--- src/rtl/tile_cfg_deserializer_pkg.sv ---
// Shared configuration-chain definitions: frame geometry and receiver state encoding.
// The frame length is the tile config size plus its ID field, rounded up to a whole number of 32-bit words.
package tile_cfg_deserializer_pkg;

    localparam int CFG_ID_WIDTH   = 3;
    localparam int CFG_SIZE       = 61;
    localparam int CFG_FRAME_BITS = ((CFG_SIZE + CFG_ID_WIDTH + 31) / 32) * 32;

    typedef enum logic {
        IDLE  = 1'b0,
        SHIFT = 1'b1
    } cfg_state_e;

endpackage

--- src/rtl/tile_cfg_deserializer_chain_pipe.sv ---
// One register stage of the column config chain (start, bit, valid).
// Kept separate so IO tiles can reuse the same forwarding stage.
module cfg_chain_pipe (
    input  logic clk,
    input  logic rst,
    input  logic cfg_start,
    input  logic cfg_bit,
    input  logic cfg_valid,
    output logic fwd_start,
    output logic fwd_bit,
    output logic fwd_valid
);

    always_ff @(posedge clk) begin
        if (rst) begin
            fwd_start <= 1'b0;
            fwd_bit   <= 1'b0;
            fwd_valid <= 1'b0;
        end else begin
            fwd_start <= cfg_start;
            fwd_bit   <= cfg_bit;
            fwd_valid <= cfg_valid;
        end
    end

endmodule

--- src/rtl/tile_cfg_deserializer.sv ---
// Tile-side receiver of the serial config chain: deserializes LSB-first frames,
// commits the payload when the frame ID matches the strapped tile ID, and forwards the chain.
module tile_cfg_deserializer
    import tile_cfg_deserializer_pkg::*;
#(
    parameter int ID_WIDTH   = CFG_ID_WIDTH,
    parameter int FRAME_BITS = CFG_FRAME_BITS
) (
    input  logic                           clk,
    input  logic                           rst,
    input  logic [ID_WIDTH-1:0]            tile_id,
    input  logic                           cfg_in_start,
    input  logic                           cfg_bit_in,
    input  logic                           cfg_bit_in_valid,
    output logic                           cfg_out_start,
    output logic                           cfg_bit_out,
    output logic                           cfg_bit_out_valid,
    output logic [FRAME_BITS-ID_WIDTH-1:0] cfg,
    output logic                           cfg_loaded,
    output logic                           frame_abort
);

    localparam int               CFG_W    = FRAME_BITS - ID_WIDTH;
    localparam int               CNT_W    = $clog2(FRAME_BITS);
    localparam logic [CNT_W-1:0] LAST_BIT = CNT_W'(FRAME_BITS - 1);

    cfg_state_e              state_q, state_d;
    logic [FRAME_BITS-2:0]   sr_q, sr_d;
    logic [CNT_W-1:0]        cnt_q, cnt_d;
    logic [CFG_W-1:0]        cfg_d;
    logic                    loaded_d;
    logic                    abort_d;
    logic [FRAME_BITS-1:0]   frame;
    logic                    id_match;

    cfg_chain_pipe u_pipe (
        .clk       (clk),
        .rst       (rst),
        .cfg_start (cfg_in_start),
        .cfg_bit   (cfg_bit_in),
        .cfg_valid (cfg_bit_in_valid),
        .fwd_start (cfg_out_start),
        .fwd_bit   (cfg_bit_out),
        .fwd_valid (cfg_bit_out_valid)
    );

    // The oldest shift-register bit is never part of a completed frame, so only the upper
    // FRAME_BITS-1 bits are stored; the incoming bit completes the frame combinationally.
    assign frame    = {cfg_bit_in, sr_q};
    assign id_match = (frame[ID_WIDTH-1:0] == tile_id);

    always_comb begin
        state_d  = state_q;
        sr_d     = sr_q;
        cnt_d    = cnt_q;
        cfg_d    = cfg;
        loaded_d = 1'b0;
        abort_d  = 1'b0;
        if (cfg_in_start) begin
            // A start always wins, even over a completing last bit; a same-cycle bit opens the new frame.
            state_d = SHIFT;
            cnt_d   = '0;
            abort_d = (state_q == SHIFT) && (cnt_q != '0);
            if (cfg_bit_in_valid) begin
                sr_d  = frame[FRAME_BITS-1:1];
                cnt_d = CNT_W'(1);
            end
        end else if ((state_q == SHIFT) && cfg_bit_in_valid) begin
            sr_d = frame[FRAME_BITS-1:1];
            if (cnt_q == LAST_BIT) begin
                cnt_d = '0;
                if (id_match) begin
                    cfg_d    = frame[FRAME_BITS-1:ID_WIDTH];
                    loaded_d = 1'b1;
                end
            end else begin
                cnt_d = cnt_q + 1'b1;
            end
        end
    end

    always_ff @(posedge clk) begin
        if (rst) begin
            state_q     <= IDLE;
            sr_q        <= '0;
            cnt_q       <= '0;
            cfg         <= '0;
            cfg_loaded  <= 1'b0;
            frame_abort <= 1'b0;
        end else begin
            state_q     <= state_d;
            sr_q        <= sr_d;
            cnt_q       <= cnt_d;
            cfg         <= cfg_d;
            cfg_loaded  <= loaded_d;
            frame_abort <= abort_d;
        end
    end

endmodule

--- config.mk ---
export PLATFORM = sky130hd
export DESIGN_NAME = tile_cfg_deserializer
export DESIGN_NICKNAME = d
export VERILOG_FILES = /design/src/rtl/tile_cfg_deserializer_pkg.sv /design/src/rtl/tile_cfg_deserializer_chain_pipe.sv /design/src/rtl/tile_cfg_deserializer.sv
export SDC_FILE = /design/constraint.sdc
export NUM_CORES = 1
export LEC_CHECK = 0
export BUFFER_PORTS_ARGS = -buffer_cell sky130_fd_sc_hd__buf_2
export CORE_MARGIN = 1.5
export CORE_UTILIZATION = 30
export DETAILED_ROUTE_END_ITERATION = 8
export PLACE_DENSITY = 0.46
export SLEW_MARGIN = 20
export SYNTH_ARGS = -nofsm -noshare
export SYNTH_HDL_FRONTEND = slang
export SYNTH_SLANG_ARGS = --single-unit
--- constraint.sdc ---
create_clock -name clk -period 4.15 [get_ports clk]
set_input_delay 0.415 -clock clk [delete_from_list [all_inputs] [get_ports clk]]
set_output_delay 0.415 -clock clk [all_outputs]
set_load 0.05 [all_outputs]
==> results.md <==
- Worst Setup SP: cnt_q[0]$_SDFFE_PP0P_
- R2r endpoint: cfg[31]$_SDFFE_PP0P_
- Setup crit end kind: flip-flop
- Tcrit/Tclk final: 57.08%
- DR pass1 iterations: 5
- DP Area: ~0.0055 mm^2
- Drt drc: 0
- Initial antenna violation count: 0
- Area contributors post-synth: dfxtp_1, a21oi_1, nand2_1
- Setup violators final: 0
- CP endpoint: cfg[31]$_SDFFE_PP0P_
- Share of cells above drive strength 1: 19.10%
- Worst Path Max Fanout: 44
- Num rows: 47
- Syn Inst Count: 612
- Core ar.: 0.01652 mm^2
- Clock skew after layout: about 0.0062 ns
- Vias: 4,337
- Die height: roughly 130 um
- Synth-to-layout area growth: 18.90%
- Vias in the first global route: just over 4,000
- Worst flop-to-flop path startpoint: cnt_q[0]$_SDFFE_PP0P_
- Syn avg cell area: between 8 and 9 um^2
- H-tree Lvls: 4
- Syn_nets: 622
- Pleak: around 2.2 nW
- Port bufs: 73
- Yosys top cell by area: dfxtp_1
- Die X: 133 um
- Max VDD drop: between 0.2 and 0.3 mV
- Startpoint Class: flip-flop
- Least-Margin Pin Slew: 1.065 ns
- Final core utilization: between 30% and 40%
- Final WS setup: about 1.8 ns
- R2R Setup Slk: about 1.8 ns
- GRT Total Usage: between 10% and 20%
- Top cell type's share of synthesized area: 53.70%
- CP Data Arrival Time: roughly 2.7 ns
- I/O pin count: between 70 and 80
- RSZ-0062 raised after global routing: no
- First-pass GRT wire length: a little over 20,000 um
- Vias/cell: ~4.9
- Post-synthesis sequential area ratio: 53.70%
- DRT antenna net count: 0
- Flops & latches, synth: between 100 and 150
- Clock buffer depth: 2
- CTS Buf Count: 17
- Worst skew pair latency: 0.41 ns
- HP Class: input pin to flip-flop
- Final hold violation count: 0
- Slew Limit Headroom: 28.74%
- CTS sink cnt: 136
- Post-synth cell types: 28
- Hold buffer count at CTS: 0
- FILL cells: about 1,700
- Reg clk slew, reported paths: ~0.06 ns
- Gpl congestion: 0.7314
- Post-CTS setup buffers: 0
- TNS Setup: 0 ns
- Worst EP required: 4.43 ns
- Max Clock Freq: 0.4221 GHz
- Pwr/cell area: about 450 mW/mm^2
- Area occupied by multi-input gates: 0.002093 mm^2
- Largest net degree at the start of global routing: 102
- CTS tree: done
- Post-cts resize count: 0
- Final instance area: ~0.006 mm^2
- Clock root buffer: clkbuf_16
- R2R depth: 6
- Die area: 0.01769 mm^2
- Register area: 0.002723 mm^2
- Yosys warns: 0
- Synth Cell Area: approximately 0.0051 mm^2
- Grt ovf: 0
- Nets@finish: 664
- Place WS: 1.800 ns
- Routed len/inst: 14.01 um
- Final wirelength: 12,400 um
- Dpl hpwl: 7270 um
- Outcome: completed
- Crit path time final: approximately 2.4 ns
- Crit Path Category: flip-flop to flip-flop
- 1st-iter DRT viols: 291
- Max-slew violation total from the final report: 0
- Initial Utilization: 30.68%
- Antenna diodes: 0
- Max cap viols: 0
==> synth_stat cells <==
library cell / count
o21ai_1: 46
and3_1: 2
buf_6: 7
clkbuf_1: 41
or3_1: 1
o21ai_0: 3
nor4_4: 1
and4_1: 1
or4_1: 1
inv_1: 2
mux2i_1: 1
dfxtp_1: 136
ha_1: 2
nor2b_1: 4
nand2_2: 1
a22oi_1: 1
a21oi_1: 127
o21ai_2: 14
nor3_2: 2
buf_2: 6
nor2_1: 6
nand3_1: 64
xor2_1: 6
nor3_1: 3
nor4_1: 1
buf_1: 3
o221a_2: 1
nand2_1: 129
==> sequential cells by signal, indices dropped and copies added, names as in the netlist <==
name              cells
sr_q                 63
cfg                  61
cnt_q                 6
cfg_loaded            1
frame_abort           1
state_q               1
u_pipe.fwd_bit        1
u_pipe.fwd_start      1
u_pipe.fwd_valid      1
==> cell type report <==
class,count,share of cell area (%)
Tap cell,220,4.566
Sequential cell,136,45.16
Timing Repair Buffer,80,6.974
Inverter,2,0.1245
Clock buffer,26,8.115
Multi-Input combinational cell,417,34.72
Clock inverter,4,0.3321
==> where the power goes <==
part           leakage (nW)  switching (mW)  internal, mW
registers              1.10         0.00413          1.31
logic                 0.808          0.0741        0.0139
clock network         0.254           0.508         0.800
==> placed cells by master, fill, tap and decap left out <==
cell	instances
nor2b_4	1
a22oi_1	1
buf_2	72
and3_1	2
o221a_2	1
nand3_1	64
clkbuf_1	6
or3_2	1
dfxtp_1	136
clkinv_2	4
nor2b_1	3
clkbuf_16	17
nor4_4	1
and4_1	1
xor2_1	6
o21ai_2	14
ha_1	2
o21ai_0	3
or4_2	1
mux2i_1	1
nand2_2	1
nor3_4	1
nand2_1	129
nor3_2	1
o21ai_4	1
nor4_1	1
nor3_1	3
clkbuf_8	3
o21ai_1	45
buf_4	8
nor2_1	6
a21oi_1	127
inv_1	2
==> worst max-delay path: stages, from the launching register on <==
cell	delay, ns
dfxtp_1	0.41
ha_1	0.21
nand2_1	0.12
or3_2	0.74
buf_4	0.41
o21ai_0	0.24
a21oi_1	0.09
==> how the worst min path moves through the flow <==
stage / cells after the start / to / startpoint / slack, ns
3_3_place_gp: 2 / cfg[42]$_SDFFE_PP0P_ / cfg[42]$_SDFFE_PP0P_ / 0.45
6_report: 3 / sr_q[62]$_SDFFE_PP0P_ / cfg_bit_in / 0.29
4_1_cts: 3 / sr_q[62]$_SDFFE_PP0P_ / cfg_bit_in / 0.27
5_1_grt: 2 / u_pipe.fwd_bit$_SDFF_PP0_ / cfg_bit_in / 0.29
3_5_place_dp: 2 / cfg[33]$_SDFFE_PP0P_ / cfg[33]$_SDFFE_PP0P_ / 0.46
2_1_floorplan: 2 / sr_q[10]$_SDFFE_PP0P_ / sr_q[11]$_SDFFE_PP0P_ / 0.45
==> cell families (layout without fill, tap and decap cells) <==
group	Yosys count	after routing	share of synthesized area, %
mux	1	1	0.1974
compound gates	192	192	20.16
flops	136	136	53.70
fa+ha+maj	2	2	0.4935
xor+xnor	6	6	1.037
buf+inv	59	112	5.553
simple gates	216	216	18.85
==> layer usage <==
layer	vias up	global-route usage [%]	wire length, um
met5	-	0	0
met4	0	6.532	183
met1	2055	18.73	6080
met2	90	22.16	5648
li1	2178	-	-
met3	14	4.100	489
==> metrics by stage <==
| stage | power [mW] | hold slack (ns) | cells |
|---|---|---|---|
| finish | 2.711 | 0.2911 | 885 |
| detailed placement | 1.431 | 0.4568 | 855 |
| CTS | 2.750 | 0.2703 | 885 |
| floorplan | 1.410 | 0.4453 | 612 |
| global placement | 1.430 | 0.4508 | 855 |
| global route | 2.813 | 0.2858 | 885 |
Note: power is estimated with default switching activity, not from simulation.
